### config.mk
export PLATFORM = sky130hd
export DESIGN_NAME = fir_filter_param_flat
export DESIGN_NICKNAME = d
export VERILOG_FILES = /design/src/rtl/fir_pkg.sv /design/src/rtl/fir_filter_param_if.sv /design/src/rtl/fir_coeff_bank.sv /design/src/rtl/fir_filter_param.sv /design/src/flat_wrapper.sv
export SDC_FILE = /design/constraint.sdc
export NUM_CORES = 1
export LEC_CHECK = 0
export CAP_MARGIN = 20
export CORE_MARGIN = 8
export CORE_UTILIZATION = 45
export CTS_BUF_LIST = sky130_fd_sc_hd__clkbuf_16
export DETAILED_ROUTE_END_ITERATION = 10
export PLACE_DENSITY = 0.64
export REMOVE_ABC_BUFFERS = 1
export SKIP_LAST_GASP = 1
export SLEW_MARGIN = 20
export SYNTH_ARGS = -nofsm -noshare
export SYNTH_HDL_FRONTEND = slang
export SYNTH_SLANG_ARGS = --single-unit
### constraint.sdc
create_clock -name clk -period 11.32 [get_ports clk]
set_input_delay 1.132 -clock clk [delete_from_list [all_inputs] [get_ports clk]]
set_output_delay 1.132 -clock clk [all_outputs]
set_load 0.01 [all_outputs]
### src/rtl/fir_pkg.sv
// rtl/fir_pkg.sv - state type and sizing helpers shared by the parametrised FIR filter
package fir_pkg;

    typedef enum logic [2:0] {
        IDLE,
        LOADC,
        CHECK,
        SHIFT,
        MAC,
        OUT,
        EIDLE
    } fir_state_t;

    // Unsigned Q1.(data_w-1): the coefficient value that represents 1.0
    function automatic int q_one(input int data_w);
        return 1 << (data_w - 1);
    endfunction

    // Wide enough that NUM_TAPS products of up to ~2.0 * full-scale never overflow, plus sign
    function automatic int acc_w(input int data_w, input int num_taps);
        return data_w + $clog2(num_taps) + 2;
    endfunction

endpackage

### src/rtl/fir_filter_param_if.sv
// rtl/fir_filter_param_if.sv - sample/coefficient request and result bundle of the FIR filter
interface fir_filter_param_if #(
    parameter int DATA_W = 16
);

    logic [DATA_W-1:0] sample_data;
    logic [DATA_W-1:0] fir_coefficient;
    logic              data_ready;
    logic              load_coeff;
    logic              modwait;
    logic [DATA_W-1:0] fir_out;
    logic              err;
    logic              coeffs_valid;
    logic              count_hit;

    modport master (
        output sample_data,
        output fir_coefficient,
        output data_ready,
        output load_coeff,
        input  modwait,
        input  fir_out,
        input  err,
        input  coeffs_valid,
        input  count_hit
    );

    modport slave (
        input  sample_data,
        input  fir_coefficient,
        input  data_ready,
        input  load_coeff,
        output modwait,
        output fir_out,
        output err,
        output coeffs_valid,
        output count_hit
    );

endinterface

### src/rtl/fir_coeff_bank.sv
// rtl/fir_coeff_bank.sv - coefficient registers with wrapping write index and load_coeff edge detect
module fir_coeff_bank #(
    parameter int NUM_TAPS = 4,
    parameter int DATA_W   = 16
) (
    input  logic                        clk,
    input  logic                        reset,
    input  logic                        load_coeff,
    input  logic                        load_en,
    input  logic [DATA_W-1:0]           coeff_in,
    input  logic [$clog2(NUM_TAPS)-1:0] rd_idx,
    output logic                        load_edge,
    output logic [DATA_W-1:0]           rd_coeff,
    output logic                        coeffs_valid
);

    localparam int IDX_W = $clog2(NUM_TAPS);

    logic              load_prev;
    logic [IDX_W-1:0]  idx;
    logic [DATA_W-1:0] coeff [NUM_TAPS];

    // load_prev tracks every cycle, so an edge that lands while busy is consumed, not queued
    assign load_edge = load_coeff & ~load_prev;
    assign rd_coeff  = coeff[rd_idx];

    always_ff @(posedge clk) begin
        if (reset) begin
            load_prev    <= 1'b0;
            idx          <= '0;
            coeffs_valid <= 1'b0;
            for (int k = 0; k < NUM_TAPS; k++) begin
                coeff[k] <= '0;
            end
        end else begin
            load_prev <= load_coeff;
            if (load_en) begin
                coeff[idx] <= coeff_in;
                if (idx == IDX_W'(NUM_TAPS - 1)) begin
                    idx          <= '0;
                    coeffs_valid <= 1'b1;
                end else begin
                    idx <= idx + IDX_W'(1);
                end
            end
        end
    end

endmodule

### src/rtl/fir_filter_param.sv
// rtl/fir_filter_param.sv - parametrised FIR filter, one multiply-accumulate per cycle behind a modwait handshake
module fir_filter_param
    import fir_pkg::*;
#(
    parameter int                  NUM_TAPS     = 4,
    parameter int                  DATA_W       = 16,
    parameter logic [NUM_TAPS-1:0] SIGN_MASK    = 4'b1010,
    parameter int                  SAT_MODE     = 1,
    parameter int                  COUNT_TARGET = 1000
) (
    input logic               clk,
    input logic               reset,
    fir_filter_param_if.slave bus
);

    localparam int IDX_W  = $clog2(NUM_TAPS);
    localparam int ACC_W  = acc_w(DATA_W, NUM_TAPS);
    localparam int FRAC_W = DATA_W - 1;
    localparam int CNT_W  = $clog2(COUNT_TARGET) + 1;
    localparam logic signed [ACC_W-1:0] OUT_MAX = {{(ACC_W - DATA_W){1'b0}}, {DATA_W{1'b1}}};

    fir_state_t              state;
    logic [DATA_W-1:0]       dline [NUM_TAPS];
    logic [IDX_W-1:0]        tap;
    logic signed [ACC_W-1:0] acc;
    logic [CNT_W-1:0]        sample_cnt;
    logic                    modwait_q;
    logic [DATA_W-1:0]       fir_out_q;
    logic                    err_q;
    logic                    count_hit_q;

    logic                    load_edge;
    logic [DATA_W-1:0]       tap_coeff;
    logic                    coeffs_valid;
    logic [2*DATA_W-1:0]     full_prod;
    logic signed [ACC_W-1:0] prod;

    fir_coeff_bank #(
        .NUM_TAPS (NUM_TAPS),
        .DATA_W   (DATA_W)
    ) u_coeff_bank (
        .clk          (clk),
        .reset        (reset),
        .load_coeff   (bus.load_coeff),
        .load_en      (state == LOADC),
        .coeff_in     (bus.fir_coefficient),
        .rd_idx       (tap),
        .load_edge    (load_edge),
        .rd_coeff     (tap_coeff),
        .coeffs_valid (coeffs_valid)
    );

    // Drop the fractional bits of the Q1.(DATA_W-1) product; the result is always non-negative
    assign full_prod = dline[tap] * tap_coeff;
    assign prod      = ACC_W'(full_prod >> FRAC_W);

    assign bus.modwait      = modwait_q;
    assign bus.fir_out      = fir_out_q;
    assign bus.err          = err_q;
    assign bus.coeffs_valid = coeffs_valid;
    assign bus.count_hit    = count_hit_q;

    always_ff @(posedge clk) begin
        if (reset) begin
            state       <= IDLE;
            modwait_q   <= 1'b0;
            fir_out_q   <= '0;
            err_q       <= 1'b0;
            count_hit_q <= 1'b0;
            tap         <= '0;
            acc         <= '0;
            sample_cnt  <= '0;
            for (int k = 0; k < NUM_TAPS; k++) begin
                dline[k] <= '0;
            end
        end else begin
            count_hit_q <= 1'b0;
            case (state)
                IDLE, EIDLE: begin
                    if (load_edge) begin
                        state     <= LOADC;
                        modwait_q <= 1'b1;
                    end else if (bus.data_ready) begin
                        state     <= CHECK;
                        modwait_q <= 1'b1;
                    end
                end
                LOADC: begin
                    state     <= IDLE;
                    modwait_q <= 1'b0;
                end
                CHECK: begin
                    // A request that vanished after one cycle is treated as a glitch
                    if (bus.data_ready) begin
                        state <= SHIFT;
                    end else begin
                        state     <= EIDLE;
                        modwait_q <= 1'b0;
                        err_q     <= 1'b1;
                    end
                end
                SHIFT: begin
                    for (int k = NUM_TAPS - 1; k > 0; k--) begin
                        dline[k] <= dline[k-1];
                    end
                    dline[0] <= bus.sample_data;
                    acc      <= '0;
                    tap      <= '0;
                    state    <= MAC;
                end
                MAC: begin
                    acc <= SIGN_MASK[tap] ? acc - prod : acc + prod;
                    if (tap == IDX_W'(NUM_TAPS - 1)) begin
                        state <= OUT;
                    end else begin
                        tap <= tap + IDX_W'(1);
                    end
                end
                OUT: begin
                    if (acc[ACC_W-1]) begin
                        err_q     <= 1'b1;
                        fir_out_q <= (SAT_MODE != 0) ? '0 : acc[DATA_W-1:0];
                    end else if (acc > OUT_MAX) begin
                        err_q     <= 1'b1;
                        fir_out_q <= (SAT_MODE != 0) ? {DATA_W{1'b1}} : acc[DATA_W-1:0];
                    end else begin
                        err_q     <= 1'b0;
                        fir_out_q <= acc[DATA_W-1:0];
                    end
                    if (sample_cnt == CNT_W'(COUNT_TARGET - 1)) begin
                        sample_cnt  <= '0;
                        count_hit_q <= 1'b1;
                    end else begin
                        sample_cnt <= sample_cnt + CNT_W'(1);
                    end
                    state     <= IDLE;
                    modwait_q <= 1'b0;
                end
                default: begin
                    state     <= IDLE;
                    modwait_q <= 1'b0;
                end
            endcase
        end
    end

endmodule

### src/flat_wrapper.sv
// flat-port wrapper written by rule: the top's interface ports become plain ports
module fir_filter_param_flat import fir_pkg::*;
#(
    parameter int                  NUM_TAPS     = 4,
    parameter int                  DATA_W       = 16,
    parameter logic [NUM_TAPS-1:0] SIGN_MASK    = 4'b1010,
    parameter int                  SAT_MODE     = 1,
    parameter int                  COUNT_TARGET = 1000
)
  (clk, reset, bus_sample_data, bus_fir_coefficient, bus_data_ready, bus_load_coeff, bus_modwait, bus_fir_out, bus_err, bus_coeffs_valid, bus_count_hit);
  fir_filter_param_if #(.DATA_W(DATA_W)) bus_i ();
  input logic clk;
  input logic reset;
  input wire logic [$bits(bus_i.sample_data)-1:0] bus_sample_data;
  input wire logic [$bits(bus_i.fir_coefficient)-1:0] bus_fir_coefficient;
  input wire logic [$bits(bus_i.data_ready)-1:0] bus_data_ready;
  input wire logic [$bits(bus_i.load_coeff)-1:0] bus_load_coeff;
  output wire logic [$bits(bus_i.modwait)-1:0] bus_modwait;
  output wire logic [$bits(bus_i.fir_out)-1:0] bus_fir_out;
  output wire logic [$bits(bus_i.err)-1:0] bus_err;
  output wire logic [$bits(bus_i.coeffs_valid)-1:0] bus_coeffs_valid;
  output wire logic [$bits(bus_i.count_hit)-1:0] bus_count_hit;
  assign bus_i.sample_data = bus_sample_data;
  assign bus_i.fir_coefficient = bus_fir_coefficient;
  assign bus_i.data_ready = bus_data_ready;
  assign bus_i.load_coeff = bus_load_coeff;
  assign bus_modwait = bus_i.modwait;
  assign bus_fir_out = bus_i.fir_out;
  assign bus_err = bus_i.err;
  assign bus_coeffs_valid = bus_i.coeffs_valid;
  assign bus_count_hit = bus_i.count_hit;
  fir_filter_param #(.NUM_TAPS(NUM_TAPS), .DATA_W(DATA_W), .SIGN_MASK(SIGN_MASK), .SAT_MODE(SAT_MODE), .COUNT_TARGET(COUNT_TARGET)) u_core (.clk(clk), .reset(reset), .bus(bus_i));
endmodule
**After elaboration in Yosys (flattened, before gate mapping)**

Memory sizes are Yosys's and may differ from the RTL's. A register that Yosys moved wholly into a read port is not among the register bits.
Index checks and enable logic that the tools add are counted.

- Bits of input ports: 36
- Memories: 2
- Output and inout bits: 20
- Bits in registers: 59
- RAM bits: 128

- Magnitude comparators: 2
- Muxes and demuxes: 43
- Reductions and logical operators: 12
- Bitwise operators: 8
- Equality and inequality tests: 13
- Add/subtract/negate cells: 5
- Multiply operators: 1

Memories:

| name | words | width | read ports | clocked after Yosys merged registers in | write ports | line | text |
|---|---|---|---|---|---|---|---|
| u_core.dline | 4 | 16 | 4 | 1 | 4 | fir_filter_param.sv:23 | `logic [DATA_W-1:0] dline [NUM_TAPS];` |
| u_core.u_coeff_bank.coeff | 4 | 16 | 1 | 1 | 4 | fir_coeff_bank.sv:21 | `logic [DATA_W-1:0] coeff [NUM_TAPS];` |

Operators with widths:

| cell | number |
|---|---|
| $mux 16 | 7 |
| $pmux 20 s2 | 1 |
| $mul 16x16->32 | 1 |
| $add 20x18->20 | 1 |
| $gt 20x17->1 const B | 1 |
| $mux 20 | 1 |
| $sub 20x18->20 | 1 |
| $mux 1 | 17 |
| $reduce_or 16->1 | 1 |
| $mux 2 | 7 |
| $mux 3 | 4 |
| $pmux 3 s4 | 1 |
| $add 11x1->11 const B | 1 |
| $eq 11x10->1 const B | 1 |
| $mux 11 | 1 |
| $eq 3x3->1 const B | 3 |
| $reduce_and 2->1 | 4 |
| $eq 3x2->1 const B | 2 |
| $reduce_or 2->1 | 3 |
| $add 2x1->2 const B | 2 |
| $eq 2x2->1 const B | 2 |
| $ne 2x2->1 const B | 2 |
| $or 1x1->1 | 4 |
| $pmux 2 s2 | 1 |
| other kinds (12) | 15 |

**Longest topological paths before layout**

Gate-level depths: netlist of run 1.

- Word-level depth: 6
- Gate-level depth with buffers: 41
- Mapped depth without buffers: 38

**Cells and area by module**

A second synthesis of run 1 with hierarchy kept.

- Cell total of the unflattened synthesis: 1759
- Area total of the unflattened synthesis: 17674.5 µm²

By module, submodules not included:

| module | area each (µm²) | cells each | instances |
|---|---|---|---|
| fir_filter_param | 14619.0 | 1580 | 1 |
| fir_coeff_bank | 3055.4 | 179 | 1 |

**Worst setup path after synthesis of run 1**

OpenSTA, ideal clock, no wires.

- Path kind: flip-flop to flip-flop
- From: register (tool-made name)
- To: register u_core.acc[19]
- Buffers on the path: 4
- Library setup time: 0.064 ns
- Stages on the path, launching flop included: 40
- Required time: 11.256 ns
- Clock period less this slack: 9.504 ns
- Path slack: 1.816 ns
- Arrival: 9.440 ns
- Path through: dfxtp_1 -> buf_6 -> clkbuf_1 -> buf_1 -> mux2i_1 -> nand2_1 -> o21ai_1 -> clkbuf_1 -> nor2_1 -> fa_1 -> inv_1 -> fa_1 -> fa_1 -> inv_1 -> fa_1 -> fa_1 -> inv_1 -> fa_1 -> (+4 left out) -> nor2_1 -> o32ai_1 -> nor3_1 -> nor2_1 -> and3_1 -> o21ba_2 -> o21ai_0 -> xnor2_1 -> ha_1 -> a21o_1 -> a21oi_1 -> nor2b_1 -> nor2_1 -> o211ai_1 -> a41oi_1 -> o211ai_1 -> mux2_1 -> nand4_1

RTL lines:

| what | line | text |
|---|---|---|
| end signal, assigned | fir_filter_param.sv:112 | `acc <= SIGN_MASK[tap] ? acc - prod : acc + prod;` |
| end, declared | fir_filter_param.sv:25 | `logic signed [ACC_W-1:0] acc;` |

==> flow_metrics.env, run 1 <==
export IMPL_syn_avg_cell_area_um2=9.66
export IMPL_synth_top_cell_area_share_pct=22.1
export IMPL_end_kind="flip-flop"
export IMPL_io_pins=56
export IMPL_rr_worst_depth=35
export IMPL_final_antenna_net_count=0
export IMPL_initial_core_util_pct=45.5
export IMPL_yosys_area_top_type="fa_1"
export IMPL_crit_slowest_cell="o21ai_1"
export IMPL_clock_latency_ps=460
export IMPL_met3_usage_pct=2.66
export IMPL_regToRegSetupSlack_ps=1190
export IMPL_rsz0062_at_grt="no"
export IMPL_synth_edf_count=128
export IMPL_yosysMostFrequentCell="inv_1"
export IMPL_antennaDiodeCount=0
export IMPL_final_cell_area_mm2=0.0192
export IMPL_num_rows=72
export IMPL_fin_crit_sh_pct=89.5
export IMPL_skew_ps=18.8
export IMPL_report_final_slew_viol_count=0
export IMPL_overflow=0
export IMPL_setup_tns_ps=0
export IMPL_timing_hold_ws_ps=488
export IMPL_syn_cell_area_mm2=0.0176
export IMPL_grt_pass1_wl_um=66600
export IMPL_met2_usage_pct=32.0
export IMPL_first_pass_iters=5
export IMPL_path_class="reg2reg"
export IMPL_clock_root_buffer="clkbuf_16"
export IMPL_post_cts_buffers=0
export IMPL_hold_path_class="reg2reg"
export IMPL_p_total_mw=5.08
export IMPL_synth_cell_types=63
export IMPL_crit_end="u_core.acc[19]"
export IMPL_cts_tree="done"
export IMPL_track_usage_pct=18.2
export IMPL_final_nets=2183
export IMPL_routed_via_density=5.28
export IMPL_antenna_found_initial=0
export IMPL_ys_seq_area_share_pct=28.8
export IMPL_grt_max_degree=65
export IMPL_crit_fanout=25
export IMPL_status="finished, final reports clean"
export IMPL_hold_buffers=0
export IMPL_ys_ff_latch=189
export IMPL_path_common_cell="fa_1"
export IMPL_drtIter0Drc=800
export IMPL_cts_sinks=189
export IMPL_cp_arrival_ps=10510
export IMPL_synth_warnings=0
export IMPL_critPathTopFamily="adder cells"
export IMPL_grt_pass1_vias=13300
export IMPL_synth_ff_type="edfxtp_1"
export IMPL_crit_required_ps=11700
export IMPL_synthCells=1819
export IMPL_die_w_um=214
export IMPL_cts_resized_gates=0
export IMPL_place_gp_congestion=0.935
export IMPL_port_buffers=55
export IMPL_wl_per_cell_um=16.5
export IMPL_fillers=3562
export IMPL_dpl_hpwl_um=30800
export IMPL_drc=0
export IMPL_vdd_drop_max_uv=272
export IMPL_num_vias=12500
export IMPL_totalWireLength_um=39000
export IMPL_fin_crit_ps=10130
export IMPL_worst_slew_pin_slew_ps=849
export IMPL_dieArea_mm2=0.0456
export IMPL_areaGrowthSynthToFinish_pct=9.02
export IMPL_utilization_pct=49.6
export IMPL_yosys_top_cells_area="fa_1 22%, edfxtp_1 22%, ha_1 8.8%"
export IMPL_maxCapViolations=0
export IMPL_h_tree_depth=4
export IMPL_cpPeakStageDelay_ps=610
export IMPL_clkTransAtPathRegs_ps=70
export IMPL_async_flop_share_pct=0
export IMPL_placed_area_mm2=0.0186
export IMPL_cp_depth=35
export IMPL_path_buf_inv=5
export IMPL_min_from="u_core.bus.fir_out[11]"
export IMPL_timing_rr_end="u_core.acc[19]"
export IMPL_busiest_layer="met2"
export IMPL_synth_common_cells="271 x inv_1, 194 x fa_1, 194 x nand2_1"
export IMPL_met1_usage_pct=22.6
export IMPL_max_freq_ghz=0.0987
export IMPL_leakagePower_nw=8.36
export IMPL_max_slew_margin_pct=43.4
export IMPL_clk_path_buf_depth=2
export IMPL_final_layout_size_suffix_gt1_share_pct=5.48
export IMPL_cts_buffers=17
export IMPL_die_h_um=214
export IMPL_finalSetupViolations=0
export IMPL_worst_setup_path_start_kind="flip-flop"
export IMPL_hold_violations=0
export IMPL_core_mm2=0.0386
export IMPL_power_density_mw_per_mm2=265
==> kinds of logic (layout without fill, tap and decap cells) <==
group	count (synthesis)	in the layout	synth area share, %
adders and majority gates	318	318	30.9
xor gates and xnor gates	60	60	2.99
muxes	51	51	4.56
DFF	189	189	28.8
buffers and inverters	350	373	7.52
and+or+nand+nor	654	654	17.8
AOI/OAI and AO/OA	197	197	7.38
==> worst register-to-register path: cells and delay by family (launching register included) <==
kind            cells  cell delay (ps)
mux                 2              730
buf+inv             5              590
xor+xnor            1              370
simple gates        5              920
flops               1              330
compound gates     13             3180
fa+ha+maj           9             3970
==> metal layers <==
layer,part of all wire (%),vias to the layer above
li1,-,5919
met1,43,6246
met2,50,241
met3,3.9,58
met4,3.3,0
met5,0,-
==> layout make-up <==
type | count | area, um^2 | area share, %
Multi-Input combinational cell | 1280 | 11200 | 58.5
Sequential cell | 189 | 5070 | 26.4
Inverter | 271 | 1020 | 5.31
Timing Repair Buffer | 70 | 658 | 3.43
Tap cell | 518 | 648 | 3.38
Clock buffer | 17 | 425 | 2.22
Clock inverter | 15 | 141 | 0.738
==> registers in the layout, indices dropped and copies added, names as in the netlist, 2 cells and up, named ones only <==
register,cells
u_core.sample_cnt,11
u_core.state,3
u_core.tap,2
u_core.bus.fir_out,16
u_core.u_coeff_bank.coeff,64
u_core.dline,64
u_core.u_coeff_bank.idx,2
u_core.acc,20
==> placed cells by master, fill, tap and decap left out, types with 5 or more instances in the layout <==
master / Yosys / final
nor2b_1: 12 / 12
nand2_1: 194 / 194
nor3_1: 41 / 40
ha_1: 124 / 124
inv_1: 271 / 272
nor2_1: 179 / 178
mux2_2: 12 / 12
o21bai_1: 5 / 5
clkbuf_16: 0 / 17
o21a_1: 9 / 9
fa_1: 194 / 194
a2111oi_0: 5 / 5
xnor2_1: 34 / 34
o21ai_0: 24 / 23
mux2i_1: 16 / 16
or2_2: 7 / 7
o21ai_1: 11 / 12
mux4_2: 22 / 22
xor2_1: 26 / 26
edfxtp_1: 128 / 128
a21oi_1: 66 / 66
a31oi_1: 8 / 8
o211ai_1: 9 / 9
and2_1: 161 / 161
a21o_1: 13 / 13
nand3b_1: 5 / 5
and3_1: 6 / 6
nand3_1: 13 / 13
nand2b_1: 9 / 9
a22oi_1: 14 / 14
inv_8: 0 / 5
buf_4: 0 / 15
dfxtp_1: 61 / 59
or3_1: 5 / 5
clkdlybuf4s50_1: 0 / 54
nand4_1: 9 / 9
==> worst min path at each step <==
| stage | endpoint | slack, ps | depth (start not counted) |
|---|---|---|---|
| 2_1_floorplan | u_core.sample_cnt[1] | 450 | 2 |
| 3_3_place_gp | u_core.sample_cnt[1] | 460 | 2 |
| 3_5_place_dp | u_core.bus.fir_out[11] | 470 | 2 |
| 4_1_cts | u_core.bus.fir_out[11] | 490 | 2 |
| 5_1_grt | u_core.sample_cnt[1] | 520 | 2 |
| 6_report | u_core.bus.fir_out[11] | 490 | 2 |
==> power by group <==
| group | switching [mW] | internal, mW | leakage, nW |
|---|---|---|---|
| logic | 2.19 | 1.50 | 6.26 |
| clock network | 0.290 | 0.292 | 0.282 |
| registers | 0.0268 | 0.779 | 1.82 |
==> stage by stage <==
stage          std cells  worst slack [ps]
6_report            2360              1190
5_1_grt             2360               608
4_1_cts             2360              1330
3_5_place_dp        2328              1390
3_3_place_gp        2328              1460
2_1_floorplan       1740              1010
Note: power is estimated with default switching activity, not from simulation.
==> inputs of run 2 (changes only) <==
--- a/config.mk
+++ b/config.mk
@@ -7,10 +7,10 @@
 export LEC_CHECK = 0
 export CAP_MARGIN = 20
 export CORE_MARGIN = 8
-export CORE_UTILIZATION = 45
+export CORE_UTILIZATION = 60
 export CTS_BUF_LIST = sky130_fd_sc_hd__clkbuf_16
 export DETAILED_ROUTE_END_ITERATION = 10
-export PLACE_DENSITY = 0.64
+export PLACE_DENSITY = 0.81
 export REMOVE_ABC_BUFFERS = 1
 export SKIP_LAST_GASP = 1
 export SLEW_MARGIN = 20
==> run 2 against run 1 <==
  * Maximum frequency fell by 2.8%
  * Clock power about the same
  * Sequential cell count did not move
  * Cell count is 5.7% lower
  * Largest cell class unchanged
  * Via count rose by 3.3%
  * Largest power group unchanged
  * Worst hold slack got worse by 1.5 ps
  * Clock skew down 5.6 ps
  * Sequential power is essentially flat
  * Sequential share of layout area rose by 0.22 points
  * Global-route usage up 5.6 points
==> flow_metrics.env, run 2 (synthesized netlist as in run 1, its figures left out) <==
export IMPL_vdd_drop_max_uv=356
export IMPL_grt_pass1_vias=13600
export IMPL_cts_sinks=189
export IMPL_power_density_mw_per_mm2=270
export IMPL_cts_tree="done"
export IMPL_cp_arrival_ps=10810
export IMPL_rsz0062_at_grt="no"
export IMPL_wl_met2_um=20000
export IMPL_clkTransAtPathRegs_ps=80
export IMPL_leakagePower_nw=8.36
export IMPL_timing_hold_ws_ps=486
export IMPL_wl_met3_um=2430
export IMPL_place_gp_congestion=0.948
export IMPL_min_from="u_core.sample_cnt[1]"
export IMPL_final_nets=2182
export IMPL_grt_max_degree=65
export IMPL_regToRegSetupSlack_ps=900
export IMPL_post_cts_buffers=0
export IMPL_antennaDiodeCount=0
export IMPL_num_vias=12900
export IMPL_layout_setup_ws_ps=899
export IMPL_first_pass_iters=5
export IMPL_die_h_um=187
export IMPL_crit_slowest_cell="dfxtp_2"
export IMPL_antenna_found_initial=0
export IMPL_hold_violations=0
export IMPL_dp_cells=2193
export IMPL_crit_required_ps=11710
export IMPL_fin_crit_ps=10420
export IMPL_h_tree_depth=4
export IMPL_path_class="reg2reg"
export IMPL_worst_slew_pin_slew_ps=942
export IMPL_clock_latency_ps=460
export IMPL_core_mm2=0.0288
export IMPL_grt_pass1_wl_um=67800
export IMPL_max_slew_margin_pct=36.9
export IMPL_initial_core_util_pct=61.1
export IMPL_drtIter0Drc=808
export IMPL_drt_met1_wl_um=16500
export IMPL_skew_ps=13.1
export IMPL_max_freq_ghz=0.0960
export IMPL_cpPeakStageDelay_ps=750
export IMPL_hold_path_class="reg2reg"
export IMPL_maxCapViolations=0
export IMPL_io_pins=56
export IMPL_track_usage_pct=23.9
export IMPL_worst_setup_path_start_kind="flip-flop"
export IMPL_topRoutingLayerUsed="met4"
export IMPL_clock_root_buffer="clkbuf_16"
export IMPL_dpl_hpwl_um=30900
export IMPL_port_buffers=55
export IMPL_report_final_slew_viol_count=0
export IMPL_dieArea_mm2=0.0350
export IMPL_setup_tns_ps=0
export IMPL_cts_buffers=17
export IMPL_clk_path_buf_depth=2
export IMPL_overflow=0
export IMPL_totalWireLength_um=40700
export IMPL_num_rows=62
export IMPL_critPathTopFamily="adder cells"
export IMPL_layout_commonest_cell="inv_1"
export IMPL_routed_via_density=5.79
export IMPL_final_antenna_net_count=0
export IMPL_wl_per_cell_um=18.3
export IMPL_cts_resized_gates=0
export IMPL_fin_crit_sh_pct=92.1
export IMPL_place_ws_ps=1110
export IMPL_crit_fanout=21
export IMPL_layout_common_cells="273 x inv_1, 194 x nand2_1, 194 x fa_1"
export IMPL_drc=0
export IMPL_die_w_um=187
export IMPL_path_common_cell="fa_1"
export IMPL_utilization_pct=66.0
export IMPL_end_kind="flip-flop"
export IMPL_path_buf_inv=6
export IMPL_status="finished, final reports clean"
export IMPL_final_layout_size_suffix_gt1_share_pct=5.43
export IMPL_finalSetupViolations=0
export IMPL_reg_top3="u_core.dline x64, u_core.u_coeff_bank.coeff x64, u_core.acc x20"
export IMPL_stdcell_count=2225
export IMPL_areaGrowthSynthToFinish_pct=8.11
export IMPL_fillers=2240
export IMPL_hold_buffers=0
run 2: cell types whose count changed in the layout (fill, tap and decap cells not counted), sizes merged:
cell / previous run / this run
buf: 16 / 15
clkinv: 4 / 5
clkinvlp: 1 / 2
inv: 281 / 279
run 2: report_power, final:
part           leakage [nW]  internal, mW  switching, mW  total (mW)
Clock                 0.277         0.290          0.290       0.580
Sequential             1.82         0.779         0.0304       0.809
Combinational          6.26          1.52           2.21        3.74
run 2: metal layers:
metal	GRT usage, %	vias to the layer above
li1	-	5919
met4	11.2	0
met5	0	-
met2	40.5	424
met3	4.38	101
met1	29.1	6435
run 2: tightest hold or removal path, cell delays in order (launching register included):
cell     delay, ps
dfxtp_1        330
nand2_1         60
a21oi_1         50
run 2: worst paths after layout:
check	cells after the start	endpoint
min reg2reg	2	u_core.sample_cnt[1]
min	2	u_core.sample_cnt[1]
max	35	u_core.acc[19]
max reg2reg	35	u_core.acc[19]
run 2: final cells by class:
type,count,area [um^2],area share (%)
multi-input cells,1280,11200,59.1
flip-flops and latches,189,5070,26.7
inverters,271,1020,5.35
repair buffers,69,651,3.42
well taps,384,480,2.53
clock buffers,17,425,2.24
clock inverters,15,139,0.731
run 2: stage by stage:
stage | power, mW | area [um^2]
2_1_floorplan | 3.73 | 17300
3_3_place_gp | 4.37 | 18400
3_5_place_dp | 4.49 | 18400
4_1_cts | 5.11 | 19000
5_1_grt | 5.68 | 19000
6_report | 5.13 | 19000
==> inputs of run 3 (changes only) <==
--- a/config.mk
+++ b/config.mk
@@ -10,10 +10,11 @@
 export CORE_UTILIZATION = 60
 export CTS_BUF_LIST = sky130_fd_sc_hd__clkbuf_16
 export DETAILED_ROUTE_END_ITERATION = 10
+export GPL_ROUTABILITY_DRIVEN = 0
 export PLACE_DENSITY = 0.81
 export REMOVE_ABC_BUFFERS = 1
 export SKIP_LAST_GASP = 1
-export SLEW_MARGIN = 20
+export SLEW_MARGIN = 5
 export SYNTH_ARGS = -nofsm -noshare
 export SYNTH_HDL_FRONTEND = slang
 export SYNTH_SLANG_ARGS = --single-unit
==> constraint.sdc (replaced) <==
create_clock -name clk -period 11.32 [get_ports clk]
set_input_delay 2.264 -clock clk [delete_from_list [all_inputs] [get_ports clk]]
set_output_delay 2.264 -clock clk [all_outputs]
set_load 0.01 [all_outputs]
==> run 3 against run 2 <==
  * Clock-buffer cell count unchanged
  * Power about the same
  * Critical path type unchanged
  * Clock power increased by 3%
  * Non-clock buffer count decreased by 4
  * Core utilization about the same
  * Global-route usage decreased by 0.37 points
  * Combinational power about the same
==> flow_metrics.env, run 3 (synthesized netlist as in run 1, its figures left out) <==
export IMPL_holdPathStages=2
export IMPL_totalWireLength_um=40100
export IMPL_power_density_mw_per_mm2=270
export IMPL_critPathTopFamily="adder cells"
export IMPL_num_rows=62
export IMPL_cts_sinks=189
export IMPL_num_vias=12900
export IMPL_fin_crit_sh_pct=90.4
export IMPL_cts_buffers=17
export IMPL_final_antenna_net_count=0
export IMPL_dieArea_mm2=0.0350
export IMPL_timing_rr_end="u_core.acc[19]"
export IMPL_cp_arrival_ps=10600
export IMPL_first_pass_iters=5
export IMPL_worst_slew_pin_slew_ps=1030
export IMPL_min_from="u_core.sample_cnt[1]"
export IMPL_drc=0
export IMPL_clock_latency_ps=450
export IMPL_skew_ps=20.0
export IMPL_final_layout_size_suffix_gt1_share_pct=5.23
export IMPL_utilization_pct=66.0
export IMPL_stdcell_count=2221
export IMPL_layout_common_cells="273 x inv_1, 194 x nand2_1, 194 x fa_1"
export IMPL_maxCapViolations=0
export IMPL_clock_root_buffer="clkbuf_16"
export IMPL_worst_setup_path_start_kind="flip-flop"
export IMPL_antenna_found_initial=0
export IMPL_grt_pass1_wl_um=66900
export IMPL_reg_top3="u_core.dline x64, u_core.u_coeff_bank.coeff x64, u_core.acc x20"
export IMPL_hold_violations=0
export IMPL_h_tree_depth=4
export IMPL_place_ws_ps=1260
export IMPL_rr_worst_depth=33
export IMPL_rsz0062_at_grt="no"
export IMPL_status="finished, final reports clean"
export IMPL_die_h_um=187
export IMPL_dpl_hpwl_um=30300
export IMPL_path_buf_inv=6
export IMPL_crit_slowest_cell="mux4_2"
export IMPL_leakagePower_nw=8.35
export IMPL_clkTransAtPathRegs_ps=70
export IMPL_placed_area_mm2=0.0184
export IMPL_timing_hold_ws_ps=480
export IMPL_hold_buffers=0
export IMPL_drtIter0Drc=1095
export IMPL_max_freq_ghz=0.0978
export IMPL_post_cts_buffers=0
export IMPL_overflow=0
export IMPL_crit_fanout=19
export IMPL_crit_required_ps=11690
export IMPL_clk_path_buf_depth=2
export IMPL_layout_commonest_cell="inv_1"
export IMPL_fin_crit_ps=10230
export IMPL_cts_resized_gates=0
export IMPL_io_pins=56
export IMPL_port_buffers=55
export IMPL_regToRegSetupSlack_ps=1090
export IMPL_layout_setup_ws_ps=1090
export IMPL_end_kind="flip-flop"
export IMPL_track_usage_pct=23.5
export IMPL_grt_max_degree=65
export IMPL_final_cell_area_mm2=0.0190
export IMPL_whs_endpoint="u_core.sample_cnt[1]"
export IMPL_finalSetupViolations=0
export IMPL_routed_via_density=5.81
export IMPL_hold_path_class="reg2reg"
export IMPL_setup_tns_ps=0
export IMPL_cts_tree="done"
export IMPL_vdd_drop_max_uv=284
export IMPL_report_final_slew_viol_count=0
export IMPL_grt_pass1_vias=13500
export IMPL_dp_cells=2188
export IMPL_initial_core_util_pct=61.1
export IMPL_path_class="reg2reg"
export IMPL_wl_per_cell_um=18.0
export IMPL_areaGrowthSynthToFinish_pct=8.09
export IMPL_p_total_mw=5.12
export IMPL_final_nets=2178
export IMPL_core_mm2=0.0288
export IMPL_cpPeakStageDelay_ps=730
export IMPL_max_slew_margin_pct=31.3
export IMPL_die_w_um=187
export IMPL_path_common_cell="fa_1"
export IMPL_antennaDiodeCount=0
[run 3: changes by cell type in the layout (fill, tap and decap cells not counted), sizes merged]
cell | before | now
clkinv | 5 | 6
inv | 279 | 277
bufinv | 0 | 1
buf | 15 | 11
[run 3: routing by layer]
layer | GRT usage [%] | part of all wire (%) | vias up
li1 | - | - | 5912
met1 | 28.6 | 40 | 6320
met2 | 39.6 | 49 | 531
met3 | 4.29 | 7.0 | 141
met4 | 12.0 | 4.7 | 0
met5 | 0 | 0 | -
[run 3: area by class of cell]
type	instances	area [um^2]
clock buffer	17	425
clock inverter	15	165
fill	2132	9780
inverter	271	1020
multi-input combinational	1280	11200
sequential	189	5070
tap	384	480
timing repair buffer	65	621
[run 3: worst max path at each step]
| stage | cells after the start | endpoint |
|---|---|---|
| global placement | 35 | u_core.acc[18] |
| CTS | 35 | u_core.acc[19] |
| finish | 33 | u_core.acc[19] |
| detailed placement | 35 | u_core.acc[19] |
| floorplan | 32 | u_core.acc[18] |
| global route | 33 | u_core.acc[19] |
[run 3: worst register-to-register path: cells and delay by family (launching register included)]
family | cells | cell delay, ps
AOI/OAI and AO/OA | 8 | 2470
adders and majority gates | 8 | 3770
xor gates and xnor gates | 1 | 150
muxes | 2 | 1050
DFF | 1 | 580
and+or+nand+nor | 8 | 1330
buffers and inverters | 6 | 800
[run 3: report_power, final]
group          internal, mW  leakage [nW]  switching, mW  total (mW)
registers             0.779          1.82         0.0293       0.808
clock network         0.312         0.288          0.285       0.597
logic                  1.52          6.24           2.20        3.72
